## config.mk

```make
export PLATFORM = sky130hd
export DESIGN_NAME = param_updown_counter
export DESIGN_NICKNAME = d
export VERILOG_FILES = /design/src/rtl/param_updown_counter.sv
export SDC_FILE = /design/constraint.sdc
export NUM_CORES = 1
export LEC_CHECK = 0
export ABC_CLOCK_PERIOD_IN_PS = 4000
export BUFFER_PORTS_ARGS = -buffer_cell sky130_fd_sc_hd__buf_2
export CAP_MARGIN = 20
export CORE_ASPECT_RATIO = 2
export CORE_MARGIN = 1
export CORE_UTILIZATION = 42
export DETAILED_ROUTE_END_ITERATION = 12
export SLEW_MARGIN = 20
export SYNTH_ARGS = -nofsm -noshare
export SYNTH_HDL_FRONTEND = slang
export SYNTH_SLANG_ARGS = --single-unit
```

## constraint.sdc

```tcl
create_clock -name clk -period 4 [get_ports clk]
set_clock_uncertainty 0.2 [all_clocks]
set_input_delay 0.6 -clock clk [delete_from_list [all_inputs] [get_ports clk]]
set_output_delay 0.6 -clock clk [all_outputs]
set_load 0.02 [all_outputs]
```

## src/rtl/param_updown_counter.sv

```systemverilog
`default_nettype none
// ============================================================================
//  Module      : param_updown_counter
//  Description : Parametrised up/down counter with programmable inclusive
//                bounds [lo, hi], programmable step, wrap or saturate at the
//                bounds, synchronous clear and load, and a registered
//                terminal-count pulse.
//  Revision    : 1.0 - initial release
// ----------------------------------------------------------------------------
//  Parameters
//    WIDTH     counter / bound width in bits (>= 2)
//    STEP_W    width of the step input (<= WIDTH)
//  Ports
//    clk        in   clock, all state updates on posedge
//    rst_n      in   asynchronous active-low reset (out=0, tc=0)
//    en         in   enable for load and count
//    dir        in   1 = up, 0 = down
//    load       in   load load_data when en=1
//    load_data  in   value to load (no range check)
//    clr        in   synchronous clear to lo, ignores en
//    lo, hi     in   inclusive bounds
//    step       in   count magnitude, 0 = hold
//    sat_mode   in   0 = wrap, 1 = saturate
//    out        out  registered count
//    tc         out  registered terminal-count pulse
//    at_hi      out  out == hi (combinational)
//    at_lo      out  out == lo (combinational)
//    cfg_err    out  lo > hi   (combinational)
// ============================================================================
module param_updown_counter #(
    parameter int WIDTH  = 8,
    parameter int STEP_W = 4
) (
    input  logic              clk,
    input  logic              rst_n,
    input  logic              en,
    input  logic              dir,
    input  logic              load,
    input  logic [WIDTH-1:0]  load_data,
    input  logic              clr,
    input  logic [WIDTH-1:0]  lo,
    input  logic [WIDTH-1:0]  hi,
    input  logic [STEP_W-1:0] step,
    input  logic              sat_mode,
    output logic [WIDTH-1:0]  out,
    output logic              tc,
    output logic              at_hi,
    output logic              at_lo,
    output logic              cfg_err
);

    logic [WIDTH-1:0] r_out;
    logic             r_tc;

    // Arithmetic is carried one bit wider than the counter so that an
    // up-count overflowing the register is still seen as exceeding hi, and
    // lo+step cannot wrap around when testing the down boundary.
    logic [WIDTH:0]   w_step_ext;
    logic [WIDTH:0]   w_sum;
    logic [WIDTH:0]   w_lo_plus_step;
    logic [WIDTH-1:0] w_diff;
    logic             w_up_evt;
    logic             w_dn_evt;
    logic             w_cfg_err;
    logic             w_count;
    logic [WIDTH-1:0] w_next_out;
    logic             w_next_tc;

    assign w_step_ext     = (WIDTH+1)'(step);
    assign w_sum          = {1'b0, r_out} + w_step_ext;
    assign w_lo_plus_step = {1'b0, lo} + w_step_ext;
    assign w_diff         = r_out - WIDTH'(step);

    assign w_up_evt  = (w_sum > {1'b0, hi});
    assign w_dn_evt  = ({1'b0, r_out} < w_lo_plus_step);
    assign w_cfg_err = (lo > hi);

    // A zero step is an explicit hold; it must not be treated as a boundary
    // event even when out is already outside [lo, hi].
    assign w_count = en && !load && !w_cfg_err && (step != '0);

    always_comb begin
        w_next_out = r_out;
        w_next_tc  = 1'b0;
        if (clr) begin
            w_next_out = lo;
        end else if (en && load) begin
            w_next_out = load_data;
        end else if (w_count) begin
            if (dir) begin
                if (w_up_evt) begin
                    w_next_out = sat_mode ? hi : lo;
                    w_next_tc  = 1'b1;
                end else begin
                    w_next_out = w_sum[WIDTH-1:0];
                end
            end else begin
                if (w_dn_evt) begin
                    w_next_out = sat_mode ? lo : hi;
                    w_next_tc  = 1'b1;
                end else begin
                    w_next_out = w_diff;
                end
            end
        end
    end

    always_ff @(posedge clk or negedge rst_n) begin
        if (!rst_n) begin
            r_out <= '0;
            r_tc  <= 1'b0;
        end else begin
            r_out <= w_next_out;
            r_tc  <= w_next_tc;
        end
    end

    assign out     = r_out;
    assign tc      = r_tc;
    assign at_hi   = (r_out == hi);
    assign at_lo   = (r_out == lo);
    assign cfg_err = w_cfg_err;

endmodule
`default_nettype wire
```

Word-level counts from Yosys, hierarchy flattened

Cells that the tools add are included.

Register bits after elaboration: 9
Bits in latches: 0
Bits in writable memories: 0
Bits in read-only memories: 0
Input port bits: 35
Output and inout port bits: 12
Memories kept: 0

$add $sub $neg: 3
Multiply operators: 0
Divide/modulo/power cells: 0
Magnitude comparators: 3
Equal/unequal tests: 2
Shift operators: 0
Mux-type cells: 14
Bitwise gates (word level): 0
Reductions and logical operators: 8

Operator list:

| operator                                                 | number |
|---|---|
| 8-bit 2-to-1 mux                                         | 8 |
| 8-bit by 4-bit adder with 9-bit output                   | 2 |
| 8-bit equality test                                      | 2 |
| 9-bit by 8-bit greater-than comparator with 1-bit output | 1 |
| 8-bit by 9-bit less-than comparator with 1-bit output    | 1 |
| 8-bit greater-than comparator                            | 1 |
| 8-bit by 4-bit subtractor with 8-bit output              | 1 |
| 1-bit 2-to-1 mux                                         | 6 |
| 1-bit logical AND                                        | 4 |
| 4-bit nonzero test                                       | 1 |
| 3-bit nonzero test                                       | 1 |
| 1-bit logical NOT                                        | 2 |

Longest topological paths before layout

Word-level depth: 7
Mapped depth: 16
Gate-level depth less buffers: 15

Worst setup path before layout

OpenSTA, ideal clock, no wires.

Path type: input -> register
Start point: in lo[0]
End point: reg r_out[5], in the netlist out[5]
Setup time: 0.131 ns
Arrival: 3.354 ns
Slack: 0.315 ns
Cell stages on the path: 14
Cells stage by stage: ha_1 -> fa_1 -> a21o_1 -> a21o_1 -> nand3_1 -> xor2_1 -> ha_1 -> a21o_1 -> a221o_1 -> a41oi_2 -> nor2_2 -> buf_6 -> o311ai_0 -> o21ai_0

Word-level cells in the longest chain between the ends: 7

Ends and longest elaborated chain:

| what                                                  | line | RTL |
|---|---|---|
| start: declaration                                    | 41   | `input logic [WIDTH-1:0] lo,` |
| 8-bit by 4-bit adder with 9-bit output                | 71   | `assign w_lo_plus_step = {1'b0, lo} + w_step_ext;` |
| 8-bit by 9-bit less-than comparator with 1-bit output | 75   | `assign w_dn_evt = ({1'b0, r_out} < w_lo_plus_step);` |
| 8-bit 2-to-1 mux                                      | 98   | `if (w_dn_evt) begin` |
| 8-bit 2-to-1 mux                                      | 90   | `if (dir) begin` |
| 8-bit 2-to-1 mux                                      | 89   | `end else if (w_count) begin` |
| 8-bit 2-to-1 mux                                      | 87   | `end else if (en && load) begin` |
| 8-bit 2-to-1 mux                                      | 85   | `if (clr) begin` |
| end signal: assignment                                | 113  | `r_out <= w_next_out;` |
| end: declaration                                      | 52   | `logic [WIDTH-1:0] r_out;` |

Parallel ways exist; a longest one is shown, timed or not. The select of a mux whose other input is x is not followed.
A chain may end at the register's enable or synchronous reset.

Worst setup path in the final report

Start point: in step[0]
End point: reg r_out[6], in the netlist out[6]

Word-level cells in the longest chain between the ends: 7

Ends and longest elaborated chain:

| what                                                                                                                                     | line   | RTL |
|---|---|---|
| start: declaration                                                                                                                       | 43     | `input logic [STEP_W-1:0] step,` |
| 8-bit by 4-bit adder with 9-bit output, on equally long branches                                                                         | 71, 70 |  |
| 8-bit by 9-bit less-than comparator with 1-bit output / 9-bit by 8-bit greater-than comparator with 1-bit output (equally long branches) | 75, 74 |  |
| 8-bit 2-to-1 mux, on equally long branches                                                                                               | 98, 91 |  |
| 8-bit 2-to-1 mux                                                                                                                         | 90     |  |
| 8-bit 2-to-1 mux                                                                                                                         | 89     |  |
| 8-bit 2-to-1 mux                                                                                                                         | 87     |  |
| 8-bit 2-to-1 mux                                                                                                                         | 85     |  |

Parallel ways exist; a longest one is shown, timed or not. The select of a mux whose other input is x is not followed.

==> tab_implementation.tex <==
\begin{tabular}{lr}
\hline
Metric & Value \\
\hline
\multicolumn{2}{l}{\textbf{Status}} \\
Outcome & finished, final reports clean \\
\multicolumn{2}{l}{\textbf{Routing}} \\
Number of DRC violations after detailed routing & 0 \\
Aggregate routed wire length & 7660 um \\
DRC violation total after the first TritonRoute iteration & 113 \\
Via density per instance & approximately 6 \\
First drt pass iteration count & 5 \\
Post-detailed-route count of antenna-violating nets & 0 \\
Wire length per cell & 18.7 um \\
Vias after detailed routing & 2452 \\
\multicolumn{2}{l}{\textbf{Clock network}} \\
H-tree Lvls & 1 \\
Total CTS buffers & 3 \\
Clock Tree Buf Depth & 2 \\
Clk Latency, worst-skew pair & 230 ps \\
Hold-fix buffers, CTS & 0 \\
Clock tree from TritonCTS & built \\
Clock-pin transition on the worst setup and hold timing paths & 50 ps \\
Clk Tree Root Cell & clkbuf\_8 \\
Clk sinks & 9 \\
\multicolumn{2}{l}{\textbf{Power and ir drop}} \\
Part of the power in combinational logic & 75.1\% \\
Worst vdd ir & 0.213 mV \\
Clock network power share & $\sim$11\% \\
Pleak & 1.32 nW \\
Switching share of total power & 48.4\% \\
Switching power of the nets & 0.000467 W \\
Ratio of total power to cell area & 350 mW/mm\^{}2 \\
Total internal power & roughly 0.00050 W \\
Seq pwr share & 13.8\% \\
\multicolumn{2}{l}{\textbf{Layout}} \\
Fraction of layout instances using a drive strength above 1 & 22.6\% \\
Number of nets in the finished design & 423 \\
Area growth, synth to finish & 18.6\% \\
Fin area & roughly 0.0028 mm\^{}2 \\
Number of diodes added for antenna fixing & 0 \\
Non-filler instance count after layout & 409 \\
Core Util, Final & 51.3\% \\
\multicolumn{2}{l}{\textbf{Yosys}} \\
Number of synthesis warnings & 0 \\
Most frequent cells after synthesis & 35 x ha\_1, 26 x xnor2\_1, 21 x nor2\_1, 18 x inv\_1, 18 x o21ai\_0 \\
Share of flip-flops with an asynchronous set or reset & 100\% \\
Post-Synthesis Mean Instance Area & approximately 8.0 um\^{}2 \\
Most instantiated library cell after synthesis & ha\_1 \\
Total standard cell area after synthesis & 0.00232 mm\^{}2 \\
Synthesized netlist net count & 365 \\
Count of distinct cell types in the synthesized netlist & 57 \\
Synth top area share & around a fifth \\
Fraction of the yosys area taken by sequential cells & 9.70\% \\
Area leader, netlist & ha\_1 \\
Main flop type after synthesis & dfrtp\_1 \\
Post-synthesis sequential element count & 9 \\
Number of flops mapped to enable cells by yosys & 0 \\
Top area cells in the synthesized netlist & ha\_1 19\%, xnor2\_1 9.8\%, dfrtp\_1 9.7\% \\
Mapped Cells & 292 \\
\multicolumn{2}{l}{\textbf{Setup path}} \\
Worst Reg-to-Reg Cells & 15 \\
Top fanout value on the critical path & 10 \\
Reg2Reg Launch Point & out[0]\$\_DFFE\_PN0P\_ \\
Reg-to-Reg End & out[6]\$\_DFFE\_PN0P\_ \\
Endpoint kind of the worst setup timing path & flip-flop \\
CP Data Arrival Time & 3780 ps \\
CP Data Required Time & roughly 4000 ps \\
Kind of critical path & in2reg \\
Worst R2R Setup Slack & 290 ps \\
Kind of start point of the critical path & input pin \\
\multicolumn{2}{l}{\textbf{Timing}} \\
Worst hold margin & 12.8 ps \\
Final setup violating endpoints & 0 \\
Ratio of final minimum period to clock period & between 90\% and 100\% \\
Highest attainable clock frequency & 0.263 GHz \\
Slew at the pin closest to its max-slew limit & around 710 ps \\
Count of pins over their slew limit & 0 \\
Min Tclk post-route & 3810 ps \\
Count of endpoints failing hold in the final timing report & 0 \\
Setup repair after global routing missed its margin & false \\
Worst max-slew margin expressed relative to the limit & 52.1\% \\
Min setup slack post-route & between 150 and 200 ps \\
\multicolumn{2}{l}{\textbf{Placed design}} \\
Placement Setup Slack & -37.5 ps \\
Instance count after placement with tap cells included & 403 \\
PortBufs & 46 \\
Area post-placement & 0.00269 mm\^{}2 \\
Final weighted congestion of routability-driven global placement & 0.942 \\
Total half-perimeter wirelength after legalization and detailed placement & $\sim$6500 um \\
\multicolumn{2}{l}{\textbf{Floorplan}} \\
Floorplan die width & 54.6 um \\
Die Span Y & 107 um \\
Num ports & 47 \\
Number of standard-cell rows in the floorplan & 38 \\
Floorplan die area & 0.00585 mm\^{}2 \\
Core Box Area & 0.00537 mm\^{}2 \\
Initial standard-cell utilization of the core & 43.2\% \\
\multicolumn{2}{l}{\textbf{Global route}} \\
Total gr overflow & 0 \\
Antenna violations before repair & 0 \\
GRT Util Overall & 29.3\% \\
Via count of the first global-routing pass & 2397 \\
Pin count of the biggest net entering global routing & 22 \\
Wire length of the first global-routing pass & 12300 um \\
\multicolumn{2}{l}{\textbf{Hold path}} \\
Worst hold path type & in2async \\
\multicolumn{2}{l}{\textbf{Flow run}} \\
Number of max-cap violations & 0 \\
\hline
\end{tabular}
-- how the worst max path moves through the flow --
stage	endpoint	depth (start not counted)	slack, ps	startpoint
after floorplan	out[5]$_DFFE_PN0P_	14	310	lo[0]
after CTS	out[6]$_DFFE_PN0P_	15	190	step[0]
after global placement	out[6]$_DFFE_PN0P_	15	40	step[0]
after global routing	out[6]$_DFFE_PN0P_	15	20	step[0]
after detailed placement	out[6]$_DFFE_PN0P_	15	-40	step[0]
final	out[6]$_DFFE_PN0P_	15	190	step[0]
-- what timing repair did --
action | in CTS | in global routing
endpoints found under the setup margin | 0 | 2
gates resized for setup | 0 | 3
buffers inserted | 0 | 2
-- critical path: stages --
cell and delay (ps):
buf_2 120, ha_1 210, fa_1 390, a21o_1 200, a21o_1 210, nand3_1 100
xor2_1 160, ha_1 260, and3_1 200, a221o_1 340, a41oi_2 260, nor2_4 120
mux2_1 330, a21oi_1 140, a21o_1 140
-- cells by family (layout without fill, tap and decap cells) --
logic type | Yosys count | count (layout) | synth area share (%)
simple gates | 82 | 82 | 18.3
flops | 9 | 9 | 9.70
compound gates | 84 | 84 | 25.2
mux | 18 | 18 | 7.97
fa+ha+maj | 38 | 38 | 21.4
buf+inv | 30 | 87 | 5.71
xor+xnor | 31 | 31 | 11.7
-- routing by layer --
layer,GRT usage (%),wire [um]
met5,0,0
met4,19.8,612
met3,1.56,225
met2,48.4,3950
met1,33.9,2870
-- cell type report --
class	instances	area, um^2
Clock buffer	4	45.0
Tap cell	60	75.1
Inverter	18	67.6
Multi-Input combinational cell	253	1970
Timing Repair Buffer	65	373
Fill cell	556	2620
Sequential cell	9	225
-- registers in the layout (all words and copies together) (netlist names) --
name / count
out: 8
tc: 1
-- stage by stage --
step / setup TNS (ps) / total power (W)
after CTS: 0 / 0.000949
after detailed placement: -37.5 / 0.000839
after global placement: 0 / 0.000836
final: 0 / 0.000964
after floorplan: 0 / 0.000618
after global routing: 0 / 0.00105
-- power by group through the flow --
stage               Clock (W)  Combinational, W  Sequential [W]
global route         0.000115          0.000798        0.000134
global placement            0          0.000702        0.000134
floorplan                   0          0.000471        0.000148
CTS                  0.000108          0.000709        0.000132
detailed placement          0          0.000706        0.000133
finish               0.000107          0.000724        0.000133
-- cells in the final DEF (no fill, tap or decap), types with 4 or more instances in the layout --
cell type  count
inv_1         18
nand2b_1       4
a21o_1         8
xor2_1         5
buf_2         46
nand3_1        5
ha_1          35
nor2b_1        6
a211oi_1       4
a22oi_1        5
and3_1         6
mux2i_1       14
xnor2_1       26
o21ai_0       18
nand4_1        8
a31oi_1        5
nor2_1        21
dfrtp_1        9
nor3_1         5
buf_4         19
nand2_1       16
o21a_1         4
a21oi_1       13
(Power assumes the default switching activity.)
